## src/rtl/mips_mdu.sv

```systemverilog
// mips_mdu -- iterative multiply/divide unit with HI/LO registers.
//
// Executes MULT/MULTU (shift-add) and DIV/DIVU (restoring division) over
// WIDTH calculation cycles plus one sign-fix cycle. MTHI/MTLO write in one
// cycle. o_busy drives the hazard unit so EX holds while an op is in flight.
//
// Ports:
//   i_clk     clock, rising edge
//   i_rst_n   asynchronous active-low reset
//   i_start   issue strobe, sampled on the rising edge
//   i_op      0 MULT, 1 MULTU, 2 DIV, 3 DIVU, 4 MTHI, 5 MTLO, 6/7 no-op
//   i_a       rs operand (multiplicand / dividend / MTHI-MTLO data)
//   i_b       rt operand (multiplier / divisor)
//   i_flush   cancels the in-flight or requested operation
//   o_busy    high while a multiply/divide is in flight (CALC or FIX)
//   o_done    one-cycle pulse after HI/LO receive a new mul/div result
//   o_hi      HI register
//   o_lo      LO register
//   o_state   FSM state (0 IDLE, 1 CALC, 2 FIX) for observation
//
// Handshake: an operation is accepted only when i_start is high, i_flush is
// low and the unit is idle (o_busy low). A start seen while busy is ignored;
// the issuing stage must hold the instruction until o_busy drops.
module mips_mdu #(
  parameter int WIDTH = 32
) (
  input  logic             i_clk,
  input  logic             i_rst_n,
  input  logic             i_start,
  input  logic [2:0]       i_op,
  input  logic [WIDTH-1:0] i_a,
  input  logic [WIDTH-1:0] i_b,
  input  logic             i_flush,
  output logic             o_busy,
  output logic             o_done,
  output logic [WIDTH-1:0] o_hi,
  output logic [WIDTH-1:0] o_lo,
  output logic [1:0]       o_state
);

  localparam int CW = $clog2(WIDTH);
  localparam logic [CW-1:0] LAST = CW'(WIDTH - 1);

  typedef enum logic [1:0] {
    S_IDLE = 2'd0,
    S_CALC = 2'd1,
    S_FIX  = 2'd2
  } state_t;

  state_t             r_state;
  state_t             w_next;
  logic [CW-1:0]      r_cnt;
  logic               r_is_div;
  logic               r_sign_a;
  logic               r_sign_b;
  logic               r_b_zero;
  logic [WIDTH-1:0]   r_opnd;    // multiplicand (mul) or divisor (div)
  logic [WIDTH-1:0]   r_raw_a;   // unmodified dividend for divide-by-zero HI
  logic [2*WIDTH-1:0] r_acc;     // mul: {partial, multiplier}; div: {rem, quotient/dividend}
  logic [WIDTH-1:0]   r_hi;
  logic [WIDTH-1:0]   r_lo;
  logic               r_done;

  logic               w_accept;
  logic               w_md_start;
  logic [WIDTH-1:0]   w_abs_a;
  logic [WIDTH-1:0]   w_abs_b;
  logic [WIDTH-1:0]   w_opa;
  logic [WIDTH-1:0]   w_opb;
  logic [WIDTH:0]     w_sum;
  logic [2*WIDTH-1:0] w_mul_acc;
  logic [WIDTH:0]     w_rem_sh;
  logic [WIDTH:0]     w_trial;
  logic [2*WIDTH-1:0] w_div_acc;
  logic [2*WIDTH-1:0] w_prod;
  logic [WIDTH-1:0]   w_res_hi;
  logic [WIDTH-1:0]   w_res_lo;

  assign w_accept   = (r_state == S_IDLE) && i_start && !i_flush;
  assign w_md_start = w_accept && !i_op[2];

  // op[0] set means unsigned (MULTU/DIVU): take operands raw.
  assign w_abs_a = i_a[WIDTH-1] ? -i_a : i_a;
  assign w_abs_b = i_b[WIDTH-1] ? -i_b : i_b;
  assign w_opa   = i_op[0] ? i_a : w_abs_a;
  assign w_opb   = i_op[0] ? i_b : w_abs_b;

  // Shift-add step: add multiplicand when the current multiplier bit is set,
  // then shift the whole accumulator right, consuming that bit.
  assign w_sum     = {1'b0, r_acc[2*WIDTH-1:WIDTH]} + (r_acc[0] ? {1'b0, r_opnd} : '0);
  assign w_mul_acc = {w_sum, r_acc[WIDTH-1:1]};

  // Restoring step: bring in the next dividend bit, try subtracting the
  // divisor, and keep the difference only when it did not go negative.
  assign w_rem_sh  = {r_acc[2*WIDTH-1:WIDTH], r_acc[WIDTH-1]};
  assign w_trial   = w_rem_sh - {1'b0, r_opnd};
  assign w_div_acc = w_trial[WIDTH] ? {w_rem_sh[WIDTH-1:0], r_acc[WIDTH-2:0], 1'b0}
                                    : {w_trial[WIDTH-1:0],  r_acc[WIDTH-2:0], 1'b1};

  // Sign fix. Sign bits are only latched for signed ops, so unsigned
  // results pass through untouched.
  assign w_prod = (r_sign_a ^ r_sign_b) ? -r_acc : r_acc;

  always_comb begin
    w_res_hi = w_prod[2*WIDTH-1:WIDTH];
    w_res_lo = w_prod[WIDTH-1:0];
    if (r_is_div) begin
      if (r_b_zero) begin
        w_res_lo = '1;
        w_res_hi = r_raw_a;
      end else begin
        w_res_lo = (r_sign_a ^ r_sign_b) ? -r_acc[WIDTH-1:0] : r_acc[WIDTH-1:0];
        w_res_hi = r_sign_a ? -r_acc[2*WIDTH-1:WIDTH] : r_acc[2*WIDTH-1:WIDTH];
      end
    end
  end

  // State register
  always_ff @(posedge i_clk or negedge i_rst_n) begin
    if (!i_rst_n) r_state <= S_IDLE;
    else          r_state <= w_next;
  end

  // Next-state logic
  always_comb begin
    w_next = r_state;
    case (r_state)
      S_IDLE: if (w_md_start) w_next = S_CALC;
      S_CALC: begin
        if (i_flush)            w_next = S_IDLE;
        else if (r_cnt == LAST) w_next = S_FIX;
      end
      S_FIX:   w_next = S_IDLE;
      default: w_next = S_IDLE;
    endcase
  end

  // Output decode (state only)
  always_comb begin
    o_busy  = (r_state != S_IDLE);
    o_state = r_state;
  end

  assign o_done = r_done;
  assign o_hi   = r_hi;
  assign o_lo   = r_lo;

  // Datapath and architectural registers
  always_ff @(posedge i_clk or negedge i_rst_n) begin
    if (!i_rst_n) begin
      r_cnt    <= '0;
      r_is_div <= 1'b0;
      r_sign_a <= 1'b0;
      r_sign_b <= 1'b0;
      r_b_zero <= 1'b0;
      r_opnd   <= '0;
      r_raw_a  <= '0;
      r_acc    <= '0;
      r_hi     <= '0;
      r_lo     <= '0;
      r_done   <= 1'b0;
    end else begin
      r_done <= (r_state == S_FIX) && !i_flush;
      case (r_state)
        S_IDLE: begin
          if (w_md_start) begin
            r_is_div <= i_op[1];
            r_sign_a <= !i_op[0] && i_a[WIDTH-1];
            r_sign_b <= !i_op[0] && i_b[WIDTH-1];
            r_b_zero <= (i_b == '0);
            r_raw_a  <= i_a;
            r_opnd   <= i_op[1] ? w_opb : w_opa;
            r_acc    <= {{WIDTH{1'b0}}, (i_op[1] ? w_opa : w_opb)};
            r_cnt    <= '0;
          end else if (w_accept && i_op == 3'd4) begin
            r_hi <= i_a;
          end else if (w_accept && i_op == 3'd5) begin
            r_lo <= i_a;
          end
        end
        S_CALC: begin
          if (!i_flush) begin
            r_acc <= r_is_div ? w_div_acc : w_mul_acc;
            r_cnt <= r_cnt + 1'b1;
          end
        end
        S_FIX: begin
          if (!i_flush) begin
            r_hi <= w_res_hi;
            r_lo <= w_res_lo;
          end
        end
        default: ;
      endcase
    end
  end

endmodule

```

## config.mk

```make
export PLATFORM = sky130hd
export DESIGN_NAME = mips_mdu
export DESIGN_NICKNAME = d
export VERILOG_FILES = /design/src/rtl/mips_mdu.sv
export SDC_FILE = /design/constraint.sdc
export NUM_CORES = 1
export LEC_CHECK = 0
export ABC_CLOCK_PERIOD_IN_PS = 4900
export BUFFER_PORTS_ARGS = -buffer_cell sky130_fd_sc_hd__buf_4
export CORE_MARGIN = 2
export CORE_UTILIZATION = 35
export DETAILED_ROUTE_END_ITERATION = 10
export HOLD_SLACK_MARGIN = 0.1
export PLACE_DENSITY = 0.48
export SLEW_MARGIN = 20
export SYNTH_ARGS = -nofsm -noshare
export SYNTH_HDL_FRONTEND = slang
export SYNTH_SLANG_ARGS = --single-unit
```

## constraint.sdc

```tcl
create_clock -name i_clk -period 4.9 [get_ports i_clk]
set_input_delay 0.98 -clock i_clk [delete_from_list [all_inputs] [get_ports i_clk]]
set_output_delay 0.98 -clock i_clk [all_outputs]
set_load 0.01 [all_outputs]
```

==> results.sh, run 1 <==
export IMPL_fin_tns_setup_ns=0
export IMPL_path_class="flop to flop"
export IMPL_combPwrFrac_pct=56.3
export IMPL_cts_tree="done"
export IMPL_synth_cells=2254
export IMPL_yosys_area_top_type="dfrtp_1"
export IMPL_endpoint_kind="flop"
export IMPL_grtUsageTotal_pct=28.2
export IMPL_via_per_inst=5.84
export IMPL_synth_edf_count=0
export IMPL_setup_worst_path_start_class="flop"
export IMPL_cts_buffers=28
export IMPL_maxSlewHeadroom_pct=31.2
export IMPL_synth_top_family_by_area="compound AO/OA/AOI/OAI gates"
export IMPL_post_dp_cell_area_sq_mm=0.0187
export IMPL_power_density_mw_per_mm2=567
export IMPL_p_seq_share_pct=24.7
export IMPL_outcome="complete, no violations"
export IMPL_grt_pass1_wl_mm=107
export IMPL_clock_skew_ns=0.0239
export IMPL_post_cts_buffers=0
export IMPL_grt_util_met2_pct=44.9
export IMPL_worstMarginPinSlew_ns=1.03
export IMPL_hold_violations=0
export IMPL_overflow=0
export IMPL_ctsLongestPathBuffers=3
export IMPL_fp_dieH_um=224
export IMPL_io_pins=139
export IMPL_coreArea_sq_mm=0.0478
export IMPL_ir_drop_mv=0.268
export IMPL_grt_max_degree=113
export IMPL_cap_viol_max_count=0
export IMPL_hp_class="input pin to async pin"
export IMPL_drc=0
export IMPL_final_nets=2466
export IMPL_area_delta_synth_final_pct=15.6
export IMPL_p_sw_share_pct=47.3
export IMPL_design_area_sq_mm=0.0196
export IMPL_final_max_slew_viol_count=0
export IMPL_crit_path_max_fanout=11
export IMPL_antenna_found_initial=3
export IMPL_vias=17300
export IMPL_insertion_delay_ns=0.58
export IMPL_initial_core_util_pct=35.5
export IMPL_place_hpwl_mm=53.9
export IMPL_yosys_area_share_adder_pct=5.39
export IMPL_die_w_um=224
export IMPL_synth_simple_gate_area_share_pct=20.8
export IMPL_intPower_mw=5.87
export IMPL_crit_required_ns=5.40
export IMPL_wl_per_cell_um=24.3
export IMPL_place_gp_congestion=0.918
export IMPL_pwr_share_clk_pct=18.9
export IMPL_r2r_start="r_acc[0]$_DFFE_PN0P_"
export IMPL_leakage_nw=8.66
export IMPL_antenna_left=0
export IMPL_crit_arrival_ns=4.57
export IMPL_clock_sinks=204
export IMPL_fmax_mhz=246
export IMPL_grt_use_met1_pct=38.3
export IMPL_ys_types=69
export IMPL_synth_area_sq_mm=0.0170
export IMPL_rsz0062_at_grt="no"
export IMPL_port_buffers=138
export IMPL_avgSynthCellArea_sq_um=7.54
export IMPL_rows=80
export IMPL_drive_above_1_share_pct=11.6
export IMPL_ys_seq_area_share_pct=30.1
export IMPL_dr_pass1_iters=5
export IMPL_yosys_register_bits=204
export IMPL_fin_crit_ns=4.07
export IMPL_synth_flop_cell="dfrtp_1"
export IMPL_hold_buffers=0
export IMPL_grt_pass1_vias=16600
export IMPL_clock_root_buffer="clkbuf_16"
export IMPL_cts_resized=0
export IMPL_fillers=4980
export IMPL_reg2reg_setup_slack_ns=0.83
export IMPL_period_share_pct=83.1
export IMPL_timing_rr_end="r_acc[52]$_DFFE_PN0P_"
export IMPL_yosysTopAreaCellShare_pct=30.1
export IMPL_async_flop_share_pct=100
export IMPL_routed_wl_mm=71.9
export IMPL_synth_compound_area_share_pct=25.5
export IMPL_synth_xor_area_share_pct=9.95
export IMPL_die_area_sq_mm=0.0503
export IMPL_power_switching_mw=5.26
export IMPL_setup_viol=0
export IMPL_reg2reg_depth=13
export IMPL_use_met3_pct=3.87
export IMPL_synth_area_leaders="dfrtp_1, nand2_1, o21ai_0, a21oi_1, xnor2_1"
export IMPL_synthesis_nets=2397
export IMPL_ys_warn_count=0
export IMPL_synth_area_mux_share_pct=3.31
export IMPL_cts_htree_levels=1
export IMPL_grt_busiest_layer="met2"
export IMPL_drt_iter0_drc=1650
export IMPL_clkTransAtPathRegs_ns=0.06
==> layer usage <==
layer | vias up | share of wire, % | wire [um]
met2 | 616 | 45 | 32400
met3 | 125 | 6.1 | 4390
met1 | 8398 | 44 | 31700
met5 | - | 0 | 0
met4 | 0 | 4.7 | 3390
li1 | 8155 | - | -
==> per-stage QoR <==
step | setup slack (ns) | power [mW] | util (%) | std cells | hold slack (ns)
finish | 0.827 | 11.1 | 41.0 | 2960 | 0.426
global route | 0.639 | 11.9 | 41.0 | 2958 | 0.485
CTS | 0.989 | 11.1 | 41.0 | 2958 | 0.468
detailed placement | 0.727 | 8.95 | 39.1 | 2908 | 0.463
global placement | 0.723 | 8.95 | 39.1 | 2908 | 0.461
floorplan | 1.11 | 6.79 | - | 2254 | 0.441
==> cells in the mapped netlist (4+ instances only) <==
cell,n
o21ai_0,231
a31o_2,6
nand2b_1,24
ha_1,70
o211ai_1,46
nor4_1,11
a31oi_1,9
a21oi_1,202
buf_1,10
o41ai_1,13
xnor2_1,102
o21a_1,9
clkbuf_1,141
or4_1,16
a21boi_0,5
a211oi_1,15
nor2b_1,14
o31ai_1,23
o221ai_1,14
o22ai_1,36
or3_1,26
o21bai_1,5
inv_1,70
a21o_1,26
nand3_1,33
nand4_1,12
dfrtp_1,204
and2_1,11
a22oi_1,16
a32o_1,4
mux2i_1,54
nor3_1,58
and3_1,21
nor2_1,224
a2111oi_0,7
a311oi_1,5
xor2_1,91
or2_2,10
a221oi_1,13
a41oi_1,4
nand2_1,320
==> registers in the layout (all words and copies together) (netlist names), 2 cells and up <==
name     flops
o_hi        32
o_lo        32
o_state      2
r_acc       64
r_cnt        5
r_opnd      32
r_raw_a     32
==> kinds of logic after synthesis <==
| family | count (synthesis) |
|---|---|
| compound gates | 712 |
| mux | 56 |
| buf+inv | 226 |
| flops | 204 |
| fa+ha+maj | 72 |
| simple gates | 791 |
| xor+xnor | 193 |
==> power groups by stage <==
stage	combinational (mW)	clock (mW)	sequential [mW]
4_1_cts	6.22	2.14	2.74
6_report	6.27	2.11	2.75
5_1_grt	6.89	2.19	2.80
2_1_floorplan	4.25	0	2.54
3_3_place_gp	6.18	0	2.77
3_5_place_dp	6.18	0	2.77
==> cell usage in the layout (no fill, tap or decap), types with 14 or more instances in the layout <==
cell type  count
inv_1         70
dfrtp_1      202
nor2_1       221
o22ai_1       36
a21oi_1      202
a21o_1        26
nand2b_1      23
or4_1         16
o21ai_0      231
ha_1          70
a22oi_1       16
and3_1        21
clkbuf_16     29
mux2i_1       54
or3_1         26
o211ai_1      46
buf_4        192
nand2_1      318
nor3_1        57
nand3_1       33
o31ai_1       23
xor2_1        90
a211oi_1      14
xnor2_1      101
o221ai_1      14
==> worst max-delay path: stages (launching register included) <==
cell      delay [ns]
dfrtp_1         0.38
inv_1           0.43
buf_4           0.29
nor2_1          0.07
ha_1            0.37
and3_1          0.20
nand2_1         0.07
a211oi_1        0.69
o211ai_1        0.23
a211oi_1        0.57
o21ai_0         0.22
xnor2_1         0.22
a21oi_1         0.10
a21oi_1         0.16
==> how the worst max path moves through the flow <==
stage / start / endpoint / slack [ns] / cells past startpoint
after floorplan: i_a[11] / r_acc[30]$_DFFE_PN0P_ / 1.11 / 10
after global routing: r_acc[0]$_DFFE_PN0P_ / r_acc[52]$_DFFE_PN0P_ / 0.64 / 13
after global placement: i_a[13] / r_acc[31]$_DFFE_PN0P_ / 0.72 / 10
after CTS: r_acc[0]$_DFFE_PN0P_ / r_acc[63]$_DFFE_PN0P_ / 0.99 / 13
after detailed placement: i_a[13] / r_acc[31]$_DFFE_PN0P_ / 0.73 / 10
final: r_acc[0]$_DFFE_PN0P_ / r_acc[52]$_DFFE_PN0P_ / 0.83 / 13
==> cell type report <==
| cell class | count | area [sq um] | area share (%) |
|---|---|---|---|
| sequential | 204 | 5110 | 26.0 |
| antenna | 2 | 5.00 | 0.0255 |
| multi-input combinational | 1824 | 11100 | 56.5 |
| clock buffer | 43 | 828 | 4.22 |
| clock inverter | 7 | 91.3 | 0.465 |
| timing repair buffer | 194 | 1480 | 7.52 |
| inverter | 71 | 267 | 1.36 |
| tap | 615 | 769 | 3.92 |
Note: power is estimated with default switching activity, not from simulation.
==> run 2: changes to the inputs <==
--- a/config.mk
+++ b/config.mk
@@ -5,13 +5,14 @@
 export SDC_FILE = /design/constraint.sdc
 export NUM_CORES = 1
 export LEC_CHECK = 0
-export ABC_CLOCK_PERIOD_IN_PS = 4900
+export ABC_AREA = 1
+export ABC_CLOCK_PERIOD_IN_PS = 3700
 export BUFFER_PORTS_ARGS = -buffer_cell sky130_fd_sc_hd__buf_4
 export CORE_MARGIN = 2
 export CORE_UTILIZATION = 35
 export DETAILED_ROUTE_END_ITERATION = 10
 export HOLD_SLACK_MARGIN = 0.1
-export PLACE_DENSITY = 0.48
+export PLACE_DENSITY = 0.5
 export SLEW_MARGIN = 20
 export SYNTH_ARGS = -nofsm -noshare
 export SYNTH_HDL_FRONTEND = slang
==> constraint.sdc (replaced) <==
create_clock -name i_clk -period 3.7 [get_ports i_clk]
set_input_delay 0.74 -clock i_clk [delete_from_list [all_inputs] [get_ports i_clk]]
set_output_delay 0.74 -clock i_clk [all_outputs]
set_load 0.01 [all_outputs]
==> run 2 against run 1 <==
  * Via count is 40% higher
  * Hold slack worse by 0.33 ns
  * Sequential cell count stayed put
  * Non-clock buffer count is 18 higher
  * Largest power group unchanged
  * Maximum frequency is 33% higher
  * Sequential share of layout area is 4.0 points lower
  * First-iteration DRC count is 54% higher
  * Sequential power is 34% higher
  * Critical path type unchanged
==> results.sh, run 2 <==
export IMPL_fillers=6415
export IMPL_synth_compound_area_share_pct=15.0
export IMPL_leakage_nw=12.3
export IMPL_setup_worst_path_start_class="flop"
export IMPL_cts_buffers=28
export IMPL_power_density_mw_per_mm2=746
export IMPL_yosysTopAreaCellShare_pct=25.3
export IMPL_synth_area_mux_share_pct=0
export IMPL_synthTopCellsByCount="nand2_1, nor2_1, inv_1"
export IMPL_yosys_area_share_adder_pct=4.54
export IMPL_fin_tns_setup_ns=0
export IMPL_vias=24200
export IMPL_clock_root_buffer="clkbuf_16"
export IMPL_synth_xor_area_share_pct=3.04
export IMPL_fin_crit_ns=3.07
export IMPL_final_max_slew_viol_count=0
export IMPL_outcome="complete, no violations"
export IMPL_place_hpwl_mm=83.9
export IMPL_reg2reg_depth=17
export IMPL_antenna_found_initial=7
export IMPL_crit_path_max_fanout=4
export IMPL_via_per_inst=5.54
export IMPL_ys_warn_count=0
export IMPL_dr_pass1_iters=9
export IMPL_period_share_pct=83.0
export IMPL_synth_cells=3480
export IMPL_clock_skew_ns=0.0567
export IMPL_synth_edf_count=0
export IMPL_area_delta_synth_final_pct=14.8
export IMPL_grt_pass1_vias=22700
export IMPL_synthesis_nets=3623
export IMPL_hp_class="input pin to async pin"
export IMPL_synth_top_family_by_area="simple AND/OR/NAND/NOR gates"
export IMPL_endpoint_kind="flop"
export IMPL_ir_drop_mv=0.354
export IMPL_crit_arrival_ns=3.54
export IMPL_ys_types=52
export IMPL_coreArea_sq_mm=0.0574
export IMPL_drc=0
export IMPL_port_buffers=138
export IMPL_cap_viol_max_count=0
export IMPL_cts_tree="done"
export IMPL_rows=88
export IMPL_antenna_left=0
export IMPL_drive_above_1_share_pct=8.65
export IMPL_maxSlewHeadroom_pct=33.3
export IMPL_largest_reg_flops=64
export IMPL_synth_area_sq_mm=0.0202
export IMPL_overflow=0
export IMPL_fmax_mhz=326
export IMPL_highest_layer="met5"
export IMPL_antenna_diode_count=0
export IMPL_drt_iter0_drc=2544
export IMPL_die_area_sq_mm=0.0596
export IMPL_async_flop_share_pct=100
export IMPL_cts_resized=0
export IMPL_ys_seq_area_share_pct=25.3
export IMPL_top_register="r_acc"
export IMPL_ctsLongestPathBuffers=3
export IMPL_setup_ws_ns=0.631
export IMPL_pre_cts_slack_ns=0.520
export IMPL_grt_pass1_wl_mm=152
export IMPL_fp_dieH_um=244
export IMPL_routed_wl_mm=105
export IMPL_grt_max_degree=89
export IMPL_synth_simple_gate_area_share_pct=41.2
export IMPL_die_w_um=244
export IMPL_met2_wirelength_mm=47.4
export IMPL_avgSynthCellArea_sq_um=5.80
export IMPL_final_common_cell="nand2_1"
export IMPL_yosys_area_top_type="dfrtp_1"
export IMPL_io_pins=139
export IMPL_grtUsageTotal_pct=34.5
export IMPL_post_cts_buffers=0
export IMPL_clock_sinks=204
export IMPL_insertion_delay_ns=0.62
export IMPL_crit_required_ns=4.17
export IMPL_initial_core_util_pct=35.2
export IMPL_final_nets=3731
export IMPL_place_gp_congestion=0.987
export IMPL_yosys_register_bits=204
export IMPL_rsz0062_at_grt="no"
export IMPL_final_cell_mix="nand2_1, nor2_1, inv_1"
export IMPL_synth_flop_cell="dfrtp_1"
export IMPL_wirelength_met1_mm=45.2
export IMPL_setup_viol=0
export IMPL_cts_htree_levels=1
export IMPL_path_class="flop to flop"
export IMPL_wl_met3_mm=8.25
export IMPL_hold_buffers=0
export IMPL_synth_most_common_cell="nand2_1"
export IMPL_synth_area_leaders="dfrtp_1, nand2_1, nor2_1, inv_1, nand3_1"
export IMPL_worstMarginPinSlew_ns=1.00
export IMPL_wl_per_cell_um=24.0
export IMPL_clkTransAtPathRegs_ns=0.06
export IMPL_hold_violations=0
==> run 2: cell count changes in the layout (fill, tap and decap cells not counted), sizes merged, moves of 38 or more <==
cell   before   now
nand2     320  1182
inv        70   419
nor2      224   495
nand3      33   268
xnor2     102    17
mux2i      54     0
xor2       91    53
==> run 2: power breakdown <==
part / leakage (nW) / switching (mW) / internal [mW]
clock network: 0.489 / 1.20 / 1.84
logic: 9.32 / 7.27 / 3.30
registers: 2.44 / 0.858 / 2.83
==> run 2: critical path, stage by stage (launching register included) <==
cell and delay, ns:
dfrtp_1 0.49, nand2_1 0.08, inv_1 0.06, ha_1 0.19
inv_1 0.07, fa_1 0.43, o21ai_1 0.52, nand2_1 0.19
nand2_1 0.14, nand2_1 0.06, nand2_1 0.14, nand2_1 0.09
nand3_1 0.08, nand2_1 0.05, nor2_1 0.14, nor2_1 0.05
nand2_1 0.07, nand2_1 0.05
==> run 2: through the flow <==
| step | hold WS (ns) | power, mW | utilization [%] | instances | area [sq um] |
|---|---|---|---|---|---|
| after floorplan | 0.444 | 10.2 | - | 3480 | 20200 |
| after CTS | 0.113 | 17.1 | 40.4 | 4372 | 23200 |
| final | 0.0923 | 17.3 | 40.4 | 4372 | 23200 |
| after global placement | 0.469 | 14.1 | 38.7 | 4323 | 22200 |
| after global routing | 0.147 | 18.5 | 40.4 | 4372 | 23200 |
| after detailed placement | 0.474 | 14.0 | 38.7 | 4323 | 22200 |
==> run 2: worst paths after layout <==
check | startpoint | endpoint | slack (ns)
max | r_opnd[0]$_DFFE_PN0P_ | r_acc[59]$_DFFE_PN0P_ | 0.63
min | i_rst_n | r_acc[51]$_DFFE_PN0P_ | 0.09
max reg2reg | r_opnd[0]$_DFFE_PN0P_ | r_acc[59]$_DFFE_PN0P_ | 0.63
min reg2reg | r_raw_a[26]$_DFFE_PN0P_ | r_raw_a[26]$_DFFE_PN0P_ | 0.48
max in group asynchronous | i_rst_n | r_raw_a[18]$_DFFE_PN0P_ | 2.51
min in group i_clk | i_flush | o_done$_DFF_PN0_ | 0.32
==> run 2: area by class of cell <==
class                      instances  area (sq um)  area share, %
sequential                       204          5110           22.0
clock buffer                      38           788           3.40
clock inverter                    11           209          0.902
inverter                         423          1590           6.86
tap                              765           957           4.13
multi-input combinational       2719         12900           55.7
timing repair buffer             212          1620           7.01
==> run 2: cells by family after synthesis <==
| family | after synthesis |
|---|---|
| simple gates | 2035 |
| buf+inv | 557 |
| fa+ha+maj | 72 |
| xor+xnor | 70 |
| compound gates | 542 |
| flops | 204 |
==> run 2: metal layers <==
| layer | track usage [%] | up-vias |
|---|---|---|
| met3 | 5.50 | 184 |
| met2 | 55.9 | 1079 |
| met1 | 47.0 | 11600 |
| li1 | - | 11300 |
| met4 | 11.0 | 12 |
| met5 | 0 | - |
==> run 3: changes to the inputs <==
--- a/config.mk
+++ b/config.mk
@@ -6,7 +6,7 @@
 export NUM_CORES = 1
 export LEC_CHECK = 0
 export ABC_AREA = 1
-export ABC_CLOCK_PERIOD_IN_PS = 3700
+export ABC_CLOCK_PERIOD_IN_PS = 2600
 export BUFFER_PORTS_ARGS = -buffer_cell sky130_fd_sc_hd__buf_4
 export CORE_MARGIN = 2
 export CORE_UTILIZATION = 35
==> constraint.sdc (replaced) <==
create_clock -name i_clk -period 2.6 [get_ports i_clk]
set_input_delay 0.52 -clock i_clk [delete_from_list [all_inputs] [get_ports i_clk]]
set_output_delay 0.52 -clock i_clk [all_outputs]
set_load 0.01 [all_outputs]
==> run 3 against run 2 <==
  * Via count up 3.5%
  * Global-route usage up 1.1 points
  * Register-to-register slack got worse by 0.54 ns
  * Clock power up 29%
==> results.sh, run 3 (same netlist as run 2, synthesis figures left out) <==
export IMPL_clock_sinks=204
export IMPL_routed_wl_mm=108
export IMPL_place_hpwl_mm=87.7
export IMPL_worstMarginPinSlew_ns=0.814
export IMPL_setup_worst_path_start_class="flop"
export IMPL_pwr_share_clk_pct=13.6
export IMPL_dr_pass1_iters=6
export IMPL_endpoint_kind="flop"
export IMPL_top_register="r_acc"
export IMPL_overflow=0
export IMPL_pre_cts_slack_ns=-0.168
export IMPL_insertion_delay_ns=0.62
export IMPL_fp_dieH_um=244
export IMPL_hold_violations=0
export IMPL_vias=25100
export IMPL_clock_root_buffer="clkbuf_16"
export IMPL_crit_end="r_acc[41]$_DFFE_PN0P_"
export IMPL_final_cell_mix="nand2_1, buf_4, nor2_1"
export IMPL_fmax_mhz=399
export IMPL_r2r_start="r_acc[0]$_DFFE_PN0P_"
export IMPL_timing_rr_end="r_acc[41]$_DFFE_PN0P_"
export IMPL_grt_pass1_wl_mm=158
export IMPL_grt_pass1_vias=23800
export IMPL_period_share_pct=96.5
export IMPL_reg2reg_depth=17
export IMPL_fin_crit_ns=2.51
export IMPL_ir_drop_mv=0.554
export IMPL_initial_core_util_pct=35.2
export IMPL_crit_arrival_ns=2.97
export IMPL_die_w_um=244
export IMPL_place_gp_congestion=1.01
export IMPL_crit_path_max_fanout=13
export IMPL_clock_skew_ns=0.0522
export IMPL_p_seq_share_pct=17.6
export IMPL_rsz0062_at_grt="yes"
export IMPL_final_cell_count_no_fill=4663
export IMPL_outcome="complete, no violations"
export IMPL_cap_viol_max_count=0
export IMPL_io_pins=139
export IMPL_drive_above_1_share_pct=20.2
export IMPL_place_inst=4592
export IMPL_antenna_found_initial=6
export IMPL_crit_required_ns=3.07
export IMPL_grt_max_degree=89
export IMPL_rows=88
export IMPL_combPwrFrac_pct=68.8
export IMPL_cts_buffers=28
export IMPL_final_common_cell="nand2_1"
export IMPL_wl_per_cell_um=23.2
export IMPL_setup_ws_ns=0.0912
export IMPL_cp_startpoint="r_acc[0]$_DFFE_PN0P_"
export IMPL_fin_tns_setup_ns=0
export IMPL_maxSlewHeadroom_pct=45.6
export IMPL_hp_class="input pin to flop"
export IMPL_coreArea_sq_mm=0.0574
export IMPL_power_density_mw_per_mm2=1090
export IMPL_antenna_left=0
export IMPL_drt_iter0_drc=2696
export IMPL_largest_reg_flops=64
export IMPL_path_class="flop to flop"
export IMPL_power_switching_mw=14.7
export IMPL_grtUsageTotal_pct=35.7
export IMPL_drc=0
export IMPL_port_buffers=138
export IMPL_p_sw_share_pct=51.2
export IMPL_area_delta_synth_final_pct=31.1
export IMPL_clkTransAtPathRegs_ns=0.06
export IMPL_die_area_sq_mm=0.0596
export IMPL_final_nets=4025
export IMPL_ctsLongestPathBuffers=3
export IMPL_reg2reg_setup_slack_ns=0.09
export IMPL_intPower_mw=14.0
export IMPL_leakage_nw=13.8
export IMPL_via_per_inst=5.37
export IMPL_final_max_slew_viol_count=0
export IMPL_cts_htree_levels=1
export IMPL_fin_util_pct=46.1
export IMPL_cts_tree="done"
export IMPL_setup_viol=0
run 3: worst max-delay path: stages (launching register included):
cell	delay, ns
dfrtp_2	0.47
buf_12	0.17
buf_4	0.14
nand2_1	0.11
inv_1	0.09
ha_4	0.27
nand2_2	0.10
inv_1	0.06
nand2_1	0.06
nand2_1	0.09
inv_2	0.08
nand3_2	0.10
buf_4	0.17
xor2_4	0.16
o21ai_1	0.14
inv_1	0.06
nand2_1	0.06
nand2_1	0.05
run 3: what timing repair did:
item | in CTS | in global routing
pin swaps | 3 | 33
buffers inserted | 7 | 15
endpoints found under the setup margin | 29 | 38
cloned | 0 | 2
endpoints found under the hold margin | 52 | 0
hold buffers | 1 | 0
gates resized for setup | 13 | 222
run 3: power by group through the flow:
stage | clock network (mW) | registers [mW] | logic [mW]
after floorplan | 0 | 4.89 | 9.58
after global placement | 0 | 5.00 | 17.8
after detailed placement | 0 | 5.02 | 17.8
after CTS | 3.95 | 4.98 | 18.3
after global routing | 4.08 | 5.12 | 21.5
final | 3.92 | 5.07 | 19.8
run 3: metal layers:
metal  vias up  GRT usage (%)  routed length (um)
met4         8           13.3                4730
met3       197           5.98                8750
met5         -              0                  56
met1     11900           49.5               47300
met2      1068           55.5               47200
li1      11900              -                   -
run 3: final cells by class:
class | instances | area [sq um]
repair buffers | 506 | 4060
diodes | 1 | 2.50
well taps | 765 | 957
multi-input cells | 2719 | 13800
clock buffers | 40 | 816
flip-flops and latches | 204 | 5120
fillers | 6177 | 30900
inverters | 423 | 1590
clock inverters | 5 | 81.3
run 3: worst min path at each step:
| stage | startpoint | to | slack [ns] | depth (start not counted) |
|---|---|---|---|---|
| after detailed placement | r_raw_a[29]$_DFFE_PN0P_ | r_raw_a[29]$_DFFE_PN0P_ | 0.47 | 2 |
| after floorplan | i_rst_n | o_done$_DFF_PN0_ | 0.22 | 0 |
| after CTS | i_flush | o_done$_DFF_PN0_ | 0.10 | 2 |
| after global routing | i_flush | o_done$_DFF_PN0_ | 0.12 | 2 |
| after global placement | r_raw_a[7]$_DFFE_PN0P_ | r_raw_a[7]$_DFFE_PN0P_ | 0.46 | 2 |
| final | i_flush | o_done$_DFF_PN0_ | 0.11 | 2 |
run 3: per-stage QoR:
step                power, mW  hold WS, ns  area, sq um
floorplan                14.5        0.224        20200
global placement         22.8        0.463        24300
detailed placement       22.8        0.474        24300
CTS                      27.2        0.103        25400
global route             30.7        0.117        26500
finish                   28.8        0.112        26500
